===== config.mk =====
export PLATFORM = sky130hd
export DESIGN_NAME = mem_bus_arbiter_flat
export DESIGN_NICKNAME = d
export VERILOG_FILES = /design/src/rtl/mem_bus_arbiter_if.sv /design/src/rtl/mem_bus_arbiter.sv /design/src/flat_wrapper.sv
export SDC_FILE = /design/constraint.sdc
export NUM_CORES = 1
export LEC_CHECK = 0
export CORE_AREA = 4 4 116 118
export CTS_CLUSTER_DIAMETER = 50
export DETAILED_ROUTE_END_ITERATION = 16
export DIE_AREA = 0 0 120 122
export MAX_ROUTING_LAYER = met4
export PLACE_DENSITY = 0.58
export SYNTH_ARGS = -nofsm -noshare
export SYNTH_HDL_FRONTEND = slang
export SYNTH_SLANG_ARGS = --single-unit

===== constraint.sdc =====
create_clock -name clk -period 4.4 [get_ports clk]
set_input_delay 0.88 -clock clk [delete_from_list [all_inputs] [get_ports clk]]
set_output_delay 0.88 -clock clk [all_outputs]
set_load 0.005 [all_outputs]

===== src/rtl/mem_bus_arbiter_if.sv =====
// Signal bundle between the two requesters, the arbiter and the shared memory/MMIO bus.
// The slave modport is the arbiter's view; the master modport is the surrounding system's view.
interface mem_bus_arbiter_if #(
  parameter int unsigned DBITS = 32,
  parameter int unsigned ABITS = 32
);
  logic             cpu_req;
  logic             cpu_we;
  logic [ABITS-1:0] cpu_addr;
  logic [DBITS-1:0] cpu_wdata;
  logic             cpu_gnt;
  logic             cpu_stall;
  logic             cpu_rvalid;
  logic [DBITS-1:0] cpu_rdata;

  logic             aux_req;
  logic             aux_we;
  logic             aux_lock;
  logic [ABITS-1:0] aux_addr;
  logic [DBITS-1:0] aux_wdata;
  logic             aux_gnt;
  logic             aux_rvalid;
  logic [DBITS-1:0] aux_rdata;

  logic             bus_en;
  logic             bus_we;
  logic [ABITS-1:0] bus_addr;
  logic [DBITS-1:0] bus_wdata;
  logic [DBITS-1:0] bus_rdata;

  modport slave (
    input  cpu_req, cpu_we, cpu_addr, cpu_wdata,
    input  aux_req, aux_we, aux_lock, aux_addr, aux_wdata,
    input  bus_rdata,
    output cpu_gnt, cpu_stall, cpu_rvalid, cpu_rdata,
    output aux_gnt, aux_rvalid, aux_rdata,
    output bus_en, bus_we, bus_addr, bus_wdata
  );

  modport master (
    output cpu_req, cpu_we, cpu_addr, cpu_wdata,
    output aux_req, aux_we, aux_lock, aux_addr, aux_wdata,
    output bus_rdata,
    input  cpu_gnt, cpu_stall, cpu_rvalid, cpu_rdata,
    input  aux_gnt, aux_rvalid, aux_rdata,
    input  bus_en, bus_we, bus_addr, bus_wdata
  );
endinterface


===== src/rtl/mem_bus_arbiter.sv =====
// Two-port arbiter for the shared data memory / MMIO bus: fixed CPU priority with an aux
// starvation guard, a length-capped aux burst lock, and 1-cycle read-data return routing.
module mem_bus_arbiter #(
  parameter int unsigned DBITS        = 32,
  parameter int unsigned ABITS        = 32,
  parameter int unsigned STARVE_LIMIT = 8,
  parameter int unsigned LOCK_MAX     = 16,
  parameter int unsigned CNTBITS      = 5
) (
  input logic               clk,
  input logic               reset,
  mem_bus_arbiter_if.slave  bus_if
);

  localparam logic [CNTBITS-1:0] StarveLim = CNTBITS'(STARVE_LIMIT);
  localparam logic [CNTBITS-1:0] LockLim   = CNTBITS'(LOCK_MAX);

  typedef enum logic [0:0] {StNorm, StLock} state_e;

  state_e               state_q, state_d;
  logic [CNTBITS-1:0]   starve_q, starve_d;
  logic [CNTBITS-1:0]   lock_q, lock_d;
  logic                 relock_q, relock_d;
  logic                 cpu_rv_q, aux_rv_q;

  logic                 cpu_gnt, aux_gnt;
  logic                 lock_exit, lock_hold;

  // A locked cycle whose exit condition holds is arbitrated as a normal cycle.
  assign lock_exit = (state_q == StLock) && (!bus_if.aux_lock || (lock_q == LockLim));
  assign lock_hold = (state_q == StLock) && !lock_exit;

  always_ff @(posedge clk or posedge reset) begin
    if (reset) begin
      state_q  <= StNorm;
      starve_q <= '0;
      lock_q   <= '0;
      relock_q <= 1'b0;
      cpu_rv_q <= 1'b0;
      aux_rv_q <= 1'b0;
    end else begin
      state_q  <= state_d;
      starve_q <= starve_d;
      lock_q   <= lock_d;
      relock_q <= relock_d;
      cpu_rv_q <= cpu_gnt && !bus_if.cpu_we;
      aux_rv_q <= aux_gnt && !bus_if.aux_we;
    end
  end

  always_comb begin
    state_d  = state_q;
    lock_d   = lock_q;
    starve_d = '0;
    // Block re-entry after a capped burst until the aux master drops its lock request.
    relock_d = bus_if.aux_lock && (relock_q || ((state_q == StLock) && (lock_q == LockLim)));
    unique case (state_q)
      StNorm: begin
        if (aux_gnt && bus_if.aux_lock && !relock_q) begin
          state_d = StLock;
          lock_d  = CNTBITS'(1);
        end
      end
      StLock: begin
        if (lock_exit) begin
          state_d = StNorm;
        end else begin
          lock_d = lock_q + 1'b1;
        end
      end
      default: state_d = StNorm;
    endcase
    if (!lock_hold && bus_if.aux_req && !aux_gnt) begin
      starve_d = (starve_q == StarveLim) ? starve_q : starve_q + 1'b1;
    end
  end

  always_comb begin
    cpu_gnt = 1'b0;
    aux_gnt = 1'b0;
    if (!reset) begin
      if (lock_hold) begin
        aux_gnt = bus_if.aux_req;
      end else begin
        aux_gnt = bus_if.aux_req && (!bus_if.cpu_req || (starve_q == StarveLim));
        cpu_gnt = bus_if.cpu_req && !aux_gnt;
      end
    end
  end

  assign bus_if.cpu_gnt    = cpu_gnt;
  assign bus_if.aux_gnt    = aux_gnt;
  assign bus_if.cpu_stall  = bus_if.cpu_req && !cpu_gnt;
  assign bus_if.cpu_rvalid = cpu_rv_q;
  assign bus_if.aux_rvalid = aux_rv_q;
  assign bus_if.cpu_rdata  = cpu_rv_q ? bus_if.bus_rdata : {DBITS{1'b0}};
  assign bus_if.aux_rdata  = aux_rv_q ? bus_if.bus_rdata : {DBITS{1'b0}};

  assign bus_if.bus_en    = cpu_gnt || aux_gnt;
  assign bus_if.bus_we    = aux_gnt ? bus_if.aux_we    : (cpu_gnt && bus_if.cpu_we);
  assign bus_if.bus_addr  = aux_gnt ? bus_if.aux_addr  :
                            cpu_gnt ? bus_if.cpu_addr  : {ABITS{1'b0}};
  assign bus_if.bus_wdata = aux_gnt ? bus_if.aux_wdata :
                            cpu_gnt ? bus_if.cpu_wdata : {DBITS{1'b0}};

endmodule


===== src/flat_wrapper.sv =====
// flat-port wrapper written by rule: the top's interface ports become plain ports
module mem_bus_arbiter_flat 
#(
  parameter int unsigned DBITS        = 32,
  parameter int unsigned ABITS        = 32,
  parameter int unsigned STARVE_LIMIT = 8,
  parameter int unsigned LOCK_MAX     = 16,
  parameter int unsigned CNTBITS      = 5
)
  (clk, reset, bus_if_cpu_req, bus_if_cpu_we, bus_if_cpu_addr, bus_if_cpu_wdata, bus_if_aux_req, bus_if_aux_we, bus_if_aux_lock, bus_if_aux_addr, bus_if_aux_wdata, bus_if_bus_rdata, bus_if_cpu_gnt, bus_if_cpu_stall, bus_if_cpu_rvalid, bus_if_cpu_rdata, bus_if_aux_gnt, bus_if_aux_rvalid, bus_if_aux_rdata, bus_if_bus_en, bus_if_bus_we, bus_if_bus_addr, bus_if_bus_wdata);
  mem_bus_arbiter_if #(.DBITS(DBITS), .ABITS(ABITS)) bus_if_i ();
  input logic clk;
  input logic reset;
  input wire logic [$bits(bus_if_i.cpu_req)-1:0] bus_if_cpu_req;
  input wire logic [$bits(bus_if_i.cpu_we)-1:0] bus_if_cpu_we;
  input wire logic [$bits(bus_if_i.cpu_addr)-1:0] bus_if_cpu_addr;
  input wire logic [$bits(bus_if_i.cpu_wdata)-1:0] bus_if_cpu_wdata;
  input wire logic [$bits(bus_if_i.aux_req)-1:0] bus_if_aux_req;
  input wire logic [$bits(bus_if_i.aux_we)-1:0] bus_if_aux_we;
  input wire logic [$bits(bus_if_i.aux_lock)-1:0] bus_if_aux_lock;
  input wire logic [$bits(bus_if_i.aux_addr)-1:0] bus_if_aux_addr;
  input wire logic [$bits(bus_if_i.aux_wdata)-1:0] bus_if_aux_wdata;
  input wire logic [$bits(bus_if_i.bus_rdata)-1:0] bus_if_bus_rdata;
  output wire logic [$bits(bus_if_i.cpu_gnt)-1:0] bus_if_cpu_gnt;
  output wire logic [$bits(bus_if_i.cpu_stall)-1:0] bus_if_cpu_stall;
  output wire logic [$bits(bus_if_i.cpu_rvalid)-1:0] bus_if_cpu_rvalid;
  output wire logic [$bits(bus_if_i.cpu_rdata)-1:0] bus_if_cpu_rdata;
  output wire logic [$bits(bus_if_i.aux_gnt)-1:0] bus_if_aux_gnt;
  output wire logic [$bits(bus_if_i.aux_rvalid)-1:0] bus_if_aux_rvalid;
  output wire logic [$bits(bus_if_i.aux_rdata)-1:0] bus_if_aux_rdata;
  output wire logic [$bits(bus_if_i.bus_en)-1:0] bus_if_bus_en;
  output wire logic [$bits(bus_if_i.bus_we)-1:0] bus_if_bus_we;
  output wire logic [$bits(bus_if_i.bus_addr)-1:0] bus_if_bus_addr;
  output wire logic [$bits(bus_if_i.bus_wdata)-1:0] bus_if_bus_wdata;
  assign bus_if_i.cpu_req = bus_if_cpu_req;
  assign bus_if_i.cpu_we = bus_if_cpu_we;
  assign bus_if_i.cpu_addr = bus_if_cpu_addr;
  assign bus_if_i.cpu_wdata = bus_if_cpu_wdata;
  assign bus_if_i.aux_req = bus_if_aux_req;
  assign bus_if_i.aux_we = bus_if_aux_we;
  assign bus_if_i.aux_lock = bus_if_aux_lock;
  assign bus_if_i.aux_addr = bus_if_aux_addr;
  assign bus_if_i.aux_wdata = bus_if_aux_wdata;
  assign bus_if_i.bus_rdata = bus_if_bus_rdata;
  assign bus_if_cpu_gnt = bus_if_i.cpu_gnt;
  assign bus_if_cpu_stall = bus_if_i.cpu_stall;
  assign bus_if_cpu_rvalid = bus_if_i.cpu_rvalid;
  assign bus_if_cpu_rdata = bus_if_i.cpu_rdata;
  assign bus_if_aux_gnt = bus_if_i.aux_gnt;
  assign bus_if_aux_rvalid = bus_if_i.aux_rvalid;
  assign bus_if_aux_rdata = bus_if_i.aux_rdata;
  assign bus_if_bus_en = bus_if_i.bus_en;
  assign bus_if_bus_we = bus_if_i.bus_we;
  assign bus_if_bus_addr = bus_if_i.bus_addr;
  assign bus_if_bus_wdata = bus_if_i.bus_wdata;
  mem_bus_arbiter #(.DBITS(DBITS), .ABITS(ABITS), .STARVE_LIMIT(STARVE_LIMIT), .LOCK_MAX(LOCK_MAX), .CNTBITS(CNTBITS)) u_core (.clk(clk), .reset(reset), .bus_if(bus_if_i));
endmodule

* Yosys cells after proc, flatten, opt, wreduce, memory -nomap -nowiden
Index checks and enable logic that the tools add are counted.
** Cells by class
- Shift-type cells :: 0
- Add/subtract/negate cells :: 2
- Order comparisons :: 0
- $mul :: 0
- Divide/modulo/power cells :: 0
- Reduce and logical (&&, ||, !) cells :: 29
- Equality and inequality tests :: 5
- Bitwise gates (word level) :: 1
- Multiplexer cells :: 19
** Operators by type and width (number)
- two-way mux 32 bit :: 6
- two-way mux 5 bit :: 4
- logical AND 1 bit :: 14
- adder 5 x 1 -> 5 bit (second input constant) :: 2
- logical NOT 1 bit :: 10
- one-hot mux 5 bit (2 select lines) :: 1
- two-way mux 1 bit :: 7
- equality test 5 x 4 -> 1 bit (second input constant) :: 1
- equality test 5 bit (second input constant) :: 1
- logical OR 1 bit :: 4
- inequality test 2 bit (second input constant) :: 2
- inequality test 2 x 1 -> 1 bit (second input constant) :: 1
- one-hot mux 1 bit (2 select lines) :: 1
- AND reduction 2 bit :: 1
- inverter 1 bit :: 1
** Storage, ports and cells
- Output and inout bits :: 135
- Memory bits (read-only) :: 0
- Latch bits :: 0
- Memories :: 0
- Register bits after elaboration :: 14
- Memory bits (writable) :: 0

* Longest topological paths before layout
Gate-level depths: netlist of the first run.
- Depth in word-level cells :: 11
- Mapped depth :: 10
- Mapped depth without buffers :: 6

* Worst setup path before layout of the first run
No wires, ideal clock.
- Kind :: input to output
- From :: input reset
- To :: output bus_if_bus_addr[10]
- Arrival :: 2.075 ns
- Buffers on the path :: 2
- Path slack :: 1.445 ns
- Stages on the path :: 6
- Cells stage by stage :: inv_1 -> nand2_1 -> a21oi_2 -> buf_2 -> buf_2 -> a22o_1
** Between the ends
- Cells in the longest elaborated chain, start to end :: 3
- Elaborated cells between the ends (all ways) :: 4
- Those cells by class :: mux: 4
** RTL lines
- start, declared :: line flat_wrapper.sv:13 : input logic reset;
- two-way mux 1 bit :: line mem_bus_arbiter.sv:81 : if (!reset) begin
- two-way mux 32 bit :: line mem_bus_arbiter.sv:102 : cpu_gnt ? bus_if.cpu_addr : {ABITS{1'b0}};
- two-way mux 32 bit * :: line mem_bus_arbiter.sv:101 : assign bus_if.bus_addr = aux_gnt ? bus_if.aux_addr :
- end, declared :: line flat_wrapper.sv:33 : output wire logic [$bits(bus_if_i.bus_addr)-1:0] bus_if_bus_addr;
Mark *: on every way between the ends. The rest lies on a longest branch, timed or not.

* Worst setup path after layout of the first run
- From :: input bus_if_aux_lock
- To :: output bus_if_bus_addr[23]
** Between the ends
- Cells in the longest elaborated chain, start to end :: 9
- Elaborated cells between the ends (all ways) :: 11
- Those cells by class :: mux: 6; reduce/logical: 5
** RTL lines
- start, declared :: line flat_wrapper.sv:20 : input wire logic [$bits(bus_if_i.aux_lock)-1:0] bus_if_aux_lock;
- logical NOT 1 bit * :: line mem_bus_arbiter.sv:30 : assign lock_exit = (state_q == StLock) && (!bus_if.aux_lock || (lock_q == LockLim));
- logical OR 1 bit * :: line mem_bus_arbiter.sv:30
- logical AND 1 bit * :: line mem_bus_arbiter.sv:30
- logical NOT 1 bit * :: line mem_bus_arbiter.sv:31 : assign lock_hold = (state_q == StLock) && !lock_exit;
- logical AND 1 bit * :: line mem_bus_arbiter.sv:31
- two-way mux 1 bit :: line mem_bus_arbiter.sv:82 : if (lock_hold) begin
- two-way mux 1 bit :: line mem_bus_arbiter.sv:81
- two-way mux 32 bit :: line mem_bus_arbiter.sv:102
- two-way mux 32 bit * :: line mem_bus_arbiter.sv:101
Marks and branches as above.

==> results of run 1 <==
-- flip-flops by register name (all words and copies together), names as in the netlist --
register,cells
u_core.starve_q,5
u_core.lock_q,5
u_core.relock_q,1
u_core.bus_if.aux_rvalid,1
u_core.bus_if.cpu_rvalid,1
u_core.state_q,1
-- per-stage QoR --
step                      hold slack [ps]  utilization, %  power [uW]  setup slack, ps  instances
after floorplan                       477               -         306             1440        220
after global placement                499            40.1         605              371        675
after detailed placement              512            40.1         608              318        675
after CTS                             525            40.8         803              308        679
after global routing                  541            40.8         838              199        679
final                                 523            40.8         790              323        679
-- cell families (layout without fill, tap and decap cells) --
kind of cell | count (synthesis) | count (layout) | share of synthesized area (%)
AND/OR/NAND/NOR | 93 | 93 | 32.1
flip-flops | 14 | 14 | 19.2
XOR/XNOR | 4 | 4 | 1.92
multiplexers | 1 | 1 | 0.548
AO/OA/AOI/OAI | 76 | 76 | 35.7
adder cells (fa/ha/maj) | 4 | 4 | 2.74
buffers and inverters | 28 | 315 | 7.81
-- worst max path at each step --
| stage | startpoint | to | cells after the start |
|---|---|---|---|
| after global routing | bus_if_aux_lock | bus_if_bus_addr[23] | 7 |
| after floorplan | reset | bus_if_bus_addr[10] | 6 |
| after CTS | bus_if_aux_lock | bus_if_bus_addr[23] | 7 |
| after global placement | bus_if_aux_lock | bus_if_bus_addr[6] | 7 |
| after detailed placement | bus_if_aux_lock | bus_if_bus_addr[23] | 7 |
| final | bus_if_aux_lock | bus_if_bus_addr[23] | 7 |
-- routing by layer --
layer | global-route usage [%] | up-vias
met4 | 1.65 | 0
li1 | - | 1381
met2 | 29.3 | 187
met3 | 3.90 | 6
met5 | - | -
met1 | 18.4 | 1264
-- cells in the final DEF (no fill, tap or decap), drive strengths merged, types with 2 or more instances in the layout --
master	Yosys	final
buf	13	4
dfrtp	14	14
nor2	6	6
and2	66	66
or2	2	2
clkdlybuf4s50	0	301
inv	6	6
a22o	66	66
nand2	3	3
nand3	5	5
a21oi	3	3
xor2	2	2
ha	4	4
nor2b	5	5
xnor2	2	2
clkbuf	9	4
-- worst max-delay path: stages --
cell,delay [ps]
clkdlybuf4s50_1,430
nand2_1,130
or2_1,280
and4_4,510
buf_4,260
a22o_1,190
clkdlybuf4s50_1,500
-- layout make-up --
cell class	instances	area [um^2]	share of cell area, %
multi-input cells	178	1340	26.4
flip-flops and latches	14	350	6.89
clock buffers	4	88.8	1.75
well taps	172	215	4.23
inverters	6	22.5	0.443
repair buffers	305	3070	60.3
-- power by group --
group,switching (uW),internal [uW],leakage [uW],total (uW)
registers,27.6,149,0.000186,177
logic,131,294,0.00173,425
clock network,50.8,137,0.0000442,188
total,209,581,0.00196,790
==> qor.yml, run 1 <==
fin_skew_ps: 1.11
startpoint_type: "primary input"
grt_pass1_wl_mm: 17.5
grt.overflow.total: 0
dieArea_um2: 14600
antenna_cells: 0
initial_core_util_pct: 14.7
cts_buffers: 3
syn_nets: 391
synth_common_cells: "a22o_1 (66), and2_1 (66), dfrtp_1 (14), buf_2 (9), clkbuf_1 (9)"
setup_viol: 0
r2r_start: "u_core.lock_q[0]"
synthCells: 220
final.period_utilization_pct: 92.7
p_leak_uw: 0.00196
clock_sinks: 14
drtIter0Drc: 122
drive_gt1_share_pct: 2.76
cts_setup_buffers: 0
die_h_um: 122
cts_root_buf: "clkbuf_16"
dr.pass1.iters: 4
min_path_type: "flip-flop to flip-flop"
via_per_inst: 4.18
worstHoldPathCells: 2
globalplace.congestion: 0.865
cts_tree: "yes"
worstMarginPinSlew_ps: 729
cts.clk_slew.worst_paths_ps: 50
ys_types: 33
powerDensity_nw_per_um2: 155
drt-met1-wl_mm: 4.97
slew_headroom_pct: 51.4
maxCapViolations: 0
routed_wirelength_mm: 12.6
grt_max_degree: 67
clk_latency_ps: 240
fin_setup_tns_ps: 0
htreeDepth: 1
antenna_found_initial: 0
synth_top_area_share_pct: 31.6
cp_max_fo: 30
worstRegToRegCells: 6
ir_worst_vdd_mv: 0.133
reg2reg_to: "u_core.bus_if.cpu_rvalid"
finalHoldViolations: 0
yosysTopAreaCell: "a22o_1"
num_io_pins: 302
nets: 679
n_fill_cell: 1266
portBuffers: 301
top_layer_used: "met4"
die_w_um: 120
synthArstFlopShare_pct: 100
synth_edf_count: 0
num_vias: 2838
dr_wl_met2_mm: 6.49
crit_type: "primary input to output port"
area_delta_synth_final_pct: 178
place_hpwl_mm: 11.2
wl_met3_mm: 1.08
hp-start: "u_core.relock_q"
cts_buffer_depth: 2
outcome: "completed"
grt_pass1_vias: 2972
ctsResizeCount: 0
grt_setup_unrepaired: "no"
synthFlopType: "dfrtp_1"
drc: 0
yosysWarnings: 0
fmax_mhz: 245
finalMaxSlewViolations: 0
wl_per_cell_um: 18.6
synth_area_um2: 1830
postLayoutCellArea_um2: 5090
r2r_setup_slack_ps: 2350
cp_data_required_time_ps: 3520
period_needed_ps: 4080
placed_cell_area_um2: 5000
rows: 41
ys_ff_latch: 14
grt_util_all_layers_pct: 16.0
synth_seq_area_share_pct: 19.2
cp-end-kind: "output port"
syn_area_per_cell_um2: 8.30
ys_top_cells_by_area: "a22o_1 (32%), and2_1 (23%), dfrtp_1 (19%)"
hold_buffers: 0
whs_endpoint: "u_core.relock_q"
core-area_um2: 12500
drtAntennaViolNets: 0
cp_data_arrival_time_ps: 3200
No activity file was read; power rests on OpenSTA's default activity.
==> run 2: changes to the inputs <==
--- a/config.mk
+++ b/config.mk
@@ -5,6 +5,9 @@
 export SDC_FILE = /design/constraint.sdc
 export NUM_CORES = 1
 export LEC_CHECK = 0
+export ABC_AREA = 0
+export ABC_CLOCK_PERIOD_IN_PS = 4400
+export CAP_MARGIN = 20
 export CORE_AREA = 4 4 116 118
 export CTS_CLUSTER_DIAMETER = 50
 export DETAILED_ROUTE_END_ITERATION = 16
==> results of run 2 <==
Final layout, timing and power as in run 1 (identical DEF).
